### config.mk
export PLATFORM = sky130hd
export DESIGN_NAME = usb_rx_decode
export DESIGN_NICKNAME = d
export VERILOG_FILES = /design/src/rtl/usb_rx_decode.sv
export SDC_FILE = /design/constraint.sdc
export NUM_CORES = 1
export LEC_CHECK = 0
export CORE_ASPECT_RATIO = 1.1
export CORE_MARGIN = 5
export CORE_UTILIZATION = 47
export CTS_CLUSTER_SIZE = 40
export DETAILED_ROUTE_END_ITERATION = 8
export MAX_ROUTING_LAYER = met4
export PLACE_DENSITY_LB_ADDON = 0.2
export SKIP_LAST_GASP = 1
export SLEW_MARGIN = 5
export SYNTH_ARGS = -nofsm -noshare
export SYNTH_HDL_FRONTEND = slang
export SYNTH_SLANG_ARGS = --single-unit
### constraint.sdc
create_clock -name clk -period 2.1 [get_ports clk]
set_input_delay 0.21 -clock clk [delete_from_list [all_inputs] [get_ports clk]]
set_output_delay 0.21 -clock clk [all_outputs]
set_load 0.05 [all_outputs]
### src/rtl/usb_rx_decode.sv
// rtl/usb_rx_decode.sv - full-speed USB receive front end: bit timing, SYNC, NRZI, unstuffing, EOP
module usb_rx_decode #(
    parameter int CLKS_PER_BIT = 8,
    parameter int SAMPLE_PT    = CLKS_PER_BIT / 2
) (
    input  logic clk,
    input  logic n_rst,
    input  logic d_plus,
    input  logic d_minus,
    output logic d_orig,
    output logic shift_enable,
    output logic crc_clear,
    output logic receiving,
    output logic eop,
    output logic rx_error
);

    localparam int TW = $clog2(CLKS_PER_BIT);

    typedef enum logic [2:0] {
        S_IDLE,
        S_SYNC,
        S_RECV,
        S_EOP,
        S_ERR
    } state_t;

    state_t        state, state_n;
    logic [TW-1:0] timer, timer_n;
    logic          dp_q, dm_q;
    logic          prev_dp, prev_dp_n;
    logic [2:0]    ones_cnt, ones_cnt_n;
    logic [2:0]    zero_cnt, zero_cnt_n;
    logic [1:0]    se0_cnt, se0_cnt_n;
    logic [3:0]    j_cnt, j_cnt_n;
    logic          d_orig_n, shift_n, crc_n, eop_n, rx_error_n, receiving_n;

    logic line_se0, line_se1, line_j, line_k;
    logic resync, strobe, decoded;

    assign line_se0 = ~d_plus & ~d_minus;
    assign line_se1 = d_plus & d_minus;
    assign line_j   = d_plus & ~d_minus;
    assign line_k   = ~d_plus & d_minus;

    // Edges realign the sample point only while a packet is being tracked.
    assign resync  = ((state == S_SYNC) || (state == S_RECV)) && (d_plus != dp_q) && !line_se0;
    assign strobe  = (state != S_IDLE) && (timer == TW'(SAMPLE_PT)) && !resync;
    assign decoded = (d_plus == prev_dp);

    always_comb begin
        timer_n = timer + 1'b1;
        if (state == S_IDLE || resync || timer == TW'(CLKS_PER_BIT - 1))
            timer_n = '0;
    end

    always_comb begin
        state_n    = state;
        prev_dp_n  = prev_dp;
        ones_cnt_n = ones_cnt;
        zero_cnt_n = zero_cnt;
        se0_cnt_n  = se0_cnt;
        j_cnt_n    = j_cnt;
        d_orig_n   = d_orig;
        shift_n    = 1'b0;
        crc_n      = 1'b0;
        eop_n      = 1'b0;

        if (strobe && !line_se0)
            prev_dp_n = d_plus;

        case (state)
            S_IDLE: begin
                ones_cnt_n = '0;
                zero_cnt_n = '0;
                se0_cnt_n  = '0;
                j_cnt_n    = '0;
                if (dp_q && !dm_q && line_k)
                    state_n = S_SYNC;
            end
            S_SYNC: begin
                if (strobe) begin
                    if (line_se0 || line_se1) begin
                        state_n = S_ERR;
                    end else if (!decoded) begin
                        if (zero_cnt == 3'd7)
                            state_n = S_ERR;
                        else
                            zero_cnt_n = zero_cnt + 3'd1;
                    end else if (zero_cnt == 3'd7) begin
                        state_n    = S_RECV;
                        crc_n      = 1'b1;
                        ones_cnt_n = 3'd1;
                    end else begin
                        state_n = S_ERR;
                    end
                end
            end
            S_RECV: begin
                if (strobe) begin
                    if (line_se0) begin
                        state_n   = S_EOP;
                        se0_cnt_n = 2'd1;
                    end else if (line_se1) begin
                        state_n = S_ERR;
                    end else if (ones_cnt == 3'd6) begin
                        if (decoded)
                            state_n = S_ERR;
                        else
                            ones_cnt_n = '0;
                    end else begin
                        d_orig_n   = decoded;
                        shift_n    = 1'b1;
                        ones_cnt_n = decoded ? ones_cnt + 3'd1 : 3'd0;
                    end
                end
            end
            S_EOP: begin
                if (strobe) begin
                    if (line_se0) begin
                        if (se0_cnt == 2'd3)
                            state_n = S_ERR;
                        else
                            se0_cnt_n = se0_cnt + 2'd1;
                    end else if (line_j) begin
                        eop_n     = 1'b1;
                        state_n   = S_IDLE;
                        prev_dp_n = 1'b1;
                    end else begin
                        state_n = S_ERR;
                    end
                end
            end
            S_ERR: begin
                if (j_cnt == 4'd8) begin
                    state_n   = S_IDLE;
                    prev_dp_n = 1'b1;
                end else if (strobe) begin
                    j_cnt_n = line_j ? j_cnt + 4'd1 : 4'd0;
                end
            end
            default: state_n = S_IDLE;
        endcase

        rx_error_n  = (state_n == S_ERR) && (state != S_ERR);
        receiving_n = (state_n == S_SYNC) || (state_n == S_RECV) || (state_n == S_EOP);
    end

    always_ff @(posedge clk or negedge n_rst) begin
        if (!n_rst) begin
            state        <= S_IDLE;
            timer        <= '0;
            dp_q         <= 1'b1;
            dm_q         <= 1'b0;
            prev_dp      <= 1'b1;
            ones_cnt     <= '0;
            zero_cnt     <= '0;
            se0_cnt      <= '0;
            j_cnt        <= '0;
            d_orig       <= 1'b0;
            shift_enable <= 1'b0;
            crc_clear    <= 1'b0;
            eop          <= 1'b0;
            rx_error     <= 1'b0;
            receiving    <= 1'b0;
        end else begin
            state        <= state_n;
            timer        <= timer_n;
            dp_q         <= d_plus;
            dm_q         <= d_minus;
            prev_dp      <= prev_dp_n;
            ones_cnt     <= ones_cnt_n;
            zero_cnt     <= zero_cnt_n;
            se0_cnt      <= se0_cnt_n;
            j_cnt        <= j_cnt_n;
            d_orig       <= d_orig_n;
            shift_enable <= shift_n;
            crc_clear    <= crc_n;
            eop          <= eop_n;
            rx_error     <= rx_error_n;
            receiving    <= receiving_n;
        end
    end

endmodule

Yosys cells after proc, flatten, opt, wreduce, memory -nomap -nowiden
Index checks and enable logic that the tools add are counted.

Input port bits: 4. Flip-flop bits (word level): 27. Output and inout bits: 6. Word-level logic and storage cells: 154.

Equal/unequal tests: 33. Add/sub/neg operators: 5. Reduce and logical (&&, ||, !) cells: 28. Muxes and demuxes: 64. Bitwise gates (word level): 9.

Operator list (count): 3-bit 2-to-1 mux (31); 2-bit != test, second input constant (14); 1-bit 2-to-1 mux (19); 3-bit equality test, second input constant (6); 3-bit one-hot mux with 5 select lines (1); 3-bit by 2-bit equality test with 1-bit output, second input constant (4); 4-bit 2-to-1 mux (3); 2-bit 2-to-1 mux (5); 5-bit AND reduction (2); 3-bit by 1-bit adder with 3-bit output, second input constant (3); 3-bit one-hot mux with 3 select lines (1); 9-bit AND reduction (1); 3-bit nonzero test (3); 1-bit logical AND (8); 4-bit one-hot mux with 2 select lines (1); 3-bit by 1-bit equality test with 1-bit output, second input constant (2); 1-bit logical OR (6); 3-bit != test, second input constant (2); 2-bit one-hot mux with 3 select lines (1); 3-bit one-hot mux with 2 select lines (1); 6-bit AND reduction (1); 1-bit NOT (5); 4-bit by 1-bit adder with 4-bit output, second input constant (1); 1-bit AND (4); 11 further kinds (14).

Longest topological paths before layout
Gate-level depths: netlist of the first run.

Depth after elaboration: 12. Depth in mapped cells: 8.

Worst setup path after synthesis of the first run
Ideal clock, no wire load.

Path type: register to register. From: register state[1]. To: register ones_cnt[0]. Clock period less this slack: 1802 ps. Cell stages (with the launch flop): 7. Path buffers: 1. Required time: 1975 ps. Library setup time: 125 ps. Arrival time: 1677 ps. Path slack: 298 ps. Cells stage by stage: dfrtp_1 xor2_1 a311o_1 buf_6 o21ai_1 o21a_2 mux2_4.

Cells in the longest elaborated chain, start to end: 8. Elaborated cells between the ends (all ways): 21. Classes of those cells: eq/ne: 10; mux: 1; reduce/logical: 10.

Ends and longest elaborated chain: from (decl) (RTL line 28) `state_t state, state_n;`; from (signal assigned) (RTL line 167) `state <= state_n;`; 3-bit by 1-bit equality test with 1-bit output / 3-bit by 2-bit equality test with 1-bit output (equally long branches) (RTL line 47, 72); 1-bit logical OR (RTL line 47) `assign resync = ((state == S_SYNC) || (state == S_RECV)) && (d_plus != dp_q) && !line_se0;`; 1-bit logical AND (2 in series) (RTL line 47); 1-bit zero test (RTL line 48) `assign strobe = (state != S_IDLE) && (timer == TW'(SAMPLE_PT)) && !resync;`; 1-bit logical AND (RTL line 48); 2-bit != test (no source line); 9-bit AND reduction (no source line); to (signal assigned) (RTL line 172) `ones_cnt <= ones_cnt_n;`; to (decl) (RTL line 32) `logic [2:0] ones_cnt, ones_cnt_n;`.

Parallel ways exist; a longest one is shown, timed or not. A chain may end at the register's enable or synchronous reset.

Worst setup path in the final report of the first run
From: register timer[0]. To: register d_orig.

Cells in the longest elaborated chain, start to end: 4.

Ends and longest elaborated chain: from (decl) (RTL line 29) `logic [TW-1:0] timer, timer_n;`; from (signal assigned) (RTL line 168) `timer <= timer_n;`; 3-bit equality test (RTL line 48); 1-bit logical AND (2 in series) (RTL line 48); 5-bit AND reduction (no source line); to (signal assigned) (RTL line 176) `d_orig <= d_orig_n;`; to (decl) (RTL line 10) `output logic d_orig,`.

Every way passes these cells.

==> run summary, run 1 <==
Drc violations = 0
R2R setup slack = 0.14 ns
Reg2reg end = d_orig
CTS Buffer Depth = 2
H-tree levels = 1
Gr usage total = 15.3%
Startpoint Class = flip-flop
Power Dens Cells = 464 nW/um2
Placed cells = 225
Peak supply drop = 276 uV
Die area = 4640 um2
Post-synth EDFFs = 0
Maximum clock frequency = 509 MHz
Final hold slack = 0.235 ns
RSZ-0062 raised after global routing = no
NetSw = 0.000221 W
Switching Share = 25.2%
Synth Cell Area = 1590 um2
Total Wirelength = 3110 um
Syn nets = 181
Layout cells sized above 1 = 18.1%
IO Pins = 10
Top cell type by total area after synthesis = dfrtp_1
Final Instance Area = 1890 um2
Total global routing overflow = 0
Rel. slew slack = 58.7%
Number of global-route vias before repair = 1,245
Crit path max-delay family = flip-flops
Worst-path cell chain = inv_1 > ha_1 > nand2_1 > a311o_1 > buf_4 > nor4_4 > mux2_1
Min Tclk post-route = 1.96 ns
Vias = 1,283
First-pass GRT wire length = 5570 um
Worst endpoint data arrival time = 2.19 ns
Worst-margin pin slew = 0.615 ns
Final setup vio count = 0
Post-synth top flop = dfrtp_1
Clock network fraction of total power = 26.1%
R2R depth = 7
Hold_buf cts = 0
Worst setup EP type = flip-flop
Async SR Flop Fraction = 100%
Top cells by count, synth = 25 x dfrtp_1, 15 x nor2_1, 14 x ha_1, 14 x inv_1, 12 x nand2_1
Max-cap violations = 0
Pins over their slew limit = 0
Post-CTS sizing = 0
Final ANT Viol Nets = 0
Flop pwr share = 61.6%
Final worst path period share = 93.6%
Initial antenna violation count = 0
Post-synthesis sequential area ratio = 42.8%
Synth top area share = 39.5%
Syn avg cell area = 9.73 um2
Yosys warnings = 0
Antenna cells = 0
Die Wd = 65.4 um
Pint = 0.000654 W
Leak Pwr = 0.862 nW
Placer Congestion = 0.886
Gate Count Post-Synth = 163
Root buffer cell = clkbuf_4
Hold Path Class = in2async
Post-CTS setup repair buffer count = 0
Core Box Area = 3300 um2
NumNets Final = 212
Die span in y = 70.9 um
Setup Skew = 0.00524 ns
Avg WL per Cell = 13.6 um
Crit-path slowest cell = dfrtp_1
DP HPWL = 2440 um
Worst-Skew Late Latency = 0.32 ns
Area contributors post-synth = dfrtp_1 39%, ha_1 11%, nor2_1 3.6%
CTS Buf Count = 3
Count of cell types in the netlist = 42
Final Hold Fails = 0
Worst R2R Start = timer[0]
DR pass1 iterations = 4
Final Instance Count excl. Fillers = 229
Crit path kind = reg2reg
CP max stage delay = 0.42 ns
Most common cell in the netlist = dfrtp_1
CP max FO = 6
Pin count of the biggest net entering global routing = 28
CP required = 2.33 ns
Starting Density = 48.0%
Clk sinks = 27
DR iter-0 viols = 56
Row count = 22
Area growth syn-to-layout = 19.0%
DP Area = 1860 um2
Synthesized flop and latch total = 27
Clk pin slew, worst setup/hold paths = 0.15 ns
Vias per cell = 5.60
CTS tree = yes
Port-buffer cells = 9
CP Buf/Inv Count = 2
Status = finished, final reports clean
Gate power share = 12.3%
## worst max path at each step
stage / from / endpoint / slack [ns] / cells after the start
after detailed placement: d_plus / state[0] / -0.20 / 7
after floorplan: state[1] / ones_cnt[0] / 0.30 / 6
after global placement: d_plus / d_orig / -0.16 / 7
after CTS: timer[0] / d_orig / 0.13 / 7
final: timer[0] / d_orig / 0.14 / 7
after global routing: timer[0] / ones_cnt[0] / 0.02 / 7
## cell usage in the layout (no fill, tap or decap), types with 2 or more instances in the layout
cell             netlist  final
nor3_1                 5      5
nand3_1                7      7
nand2b_1               5      5
xor2_1                 2      2
o22ai_1                3      3
dfstp_2                2      2
o2bb2ai_1              2      2
a311o_1                4      4
nor2b_1                3      3
clkbuf_4               0      3
dfrtp_1               25     25
xnor2_1                2      2
a31oi_1                4      4
o21ai_0                9      9
inv_1                 14     14
nand2_1               12     12
ha_1                  14     14
nor2_1                15     15
a21oi_1                5      5
mux2_4                 2      2
nand4_1                2      2
clkdlybuf4s50_1        0      9
a32o_1                 2      2
buf_4                  1     23
## final cells by class
type                    instances  area, um2
well taps                      36       45.0
fillers                       285       1420
multi-input cells             116        821
clock buffers                   3       22.5
repair buffers                 32        263
flip-flops and latches         27        678
clock inverters                 1       5.00
inverters                      14       52.6
## power by group through the flow
| stage | clock network (W) | registers, W | logic, W |
|---|---|---|---|
| 4_1_cts | 0.000238 | 0.000539 | 0.000109 |
| 3_5_place_dp | 0 | 0.000549 | 0.000109 |
| 5_1_grt | 0.000261 | 0.000541 | 0.000120 |
| 2_1_floorplan | 0 | 0.000552 | 0.0000470 |
| 3_3_place_gp | 0 | 0.000548 | 0.000105 |
| 6_report | 0.000228 | 0.000539 | 0.000107 |
## per-stage QoR
step / setup slack (ns) / utilization [%] / TNS, ns / power (W)
final: 0.135 / 57.1 / 0 / 0.000875
after global routing: 0.0178 / 57.1 / 0 / 0.000922
after CTS: 0.129 / 57.1 / 0 / 0.000886
after detailed placement: -0.200 / 56.3 / -1.58 / 0.000658
after global placement: -0.164 / 56.3 / -1.01 / 0.000654
after floorplan: 0.298 / - / 0 / 0.000599
## worst register-to-register path: cells and delay by family, from the launching register on
kind | cells | cell delay (ns)
buffers and inverters | 2 | 0.26
muxes | 1 | 0.34
AOI/OAI and AO/OA | 1 | 0.39
DFF | 1 | 0.42
and+or+nand+nor | 2 | 0.33
adders and majority gates | 1 | 0.14
## state kept, by name (all words and copies together), names as in the netlist
name          cells
receiving         1
j_cnt             4
prev_dp           1
dm_q              1
zero_cnt          3
crc_clear         1
eop               1
rx_error          1
se0_cnt           2
dp_q              1
ones_cnt          3
timer             3
shift_enable      1
state             3
d_orig            1
## cell families (layout without fill, tap and decap cells)
kind of cell / Yosys count / after routing / synth area share [%]
AOI/OAI and AO/OA: 38 / 38 / 16.7
xor gates and xnor gates: 4 / 4 / 2.21
adders and majority gates: 14 / 14 / 11.0
buffers and inverters: 20 / 50 / 5.45
DFF: 27 / 27 / 42.8
muxes: 4 / 4 / 3.31
and+or+nand+nor: 56 / 56 / 18.5
## routing by layer
metal  track usage (%)  up-vias  wire length (um)
met5                 -        -                 0
met4              2.76        0                36
met3              2.54        4               121
met2              26.1       24              1560
met1              19.2      615              1400
li1                  -      640                 -
Power figures use the tool's default switching activity.
==> inputs of run 2 (changes only) <==
Settings changed: ABC_AREA set to 0.
==> results of run 2 <==
No change in the layout: final DEF, timing and power equal those of run 1.
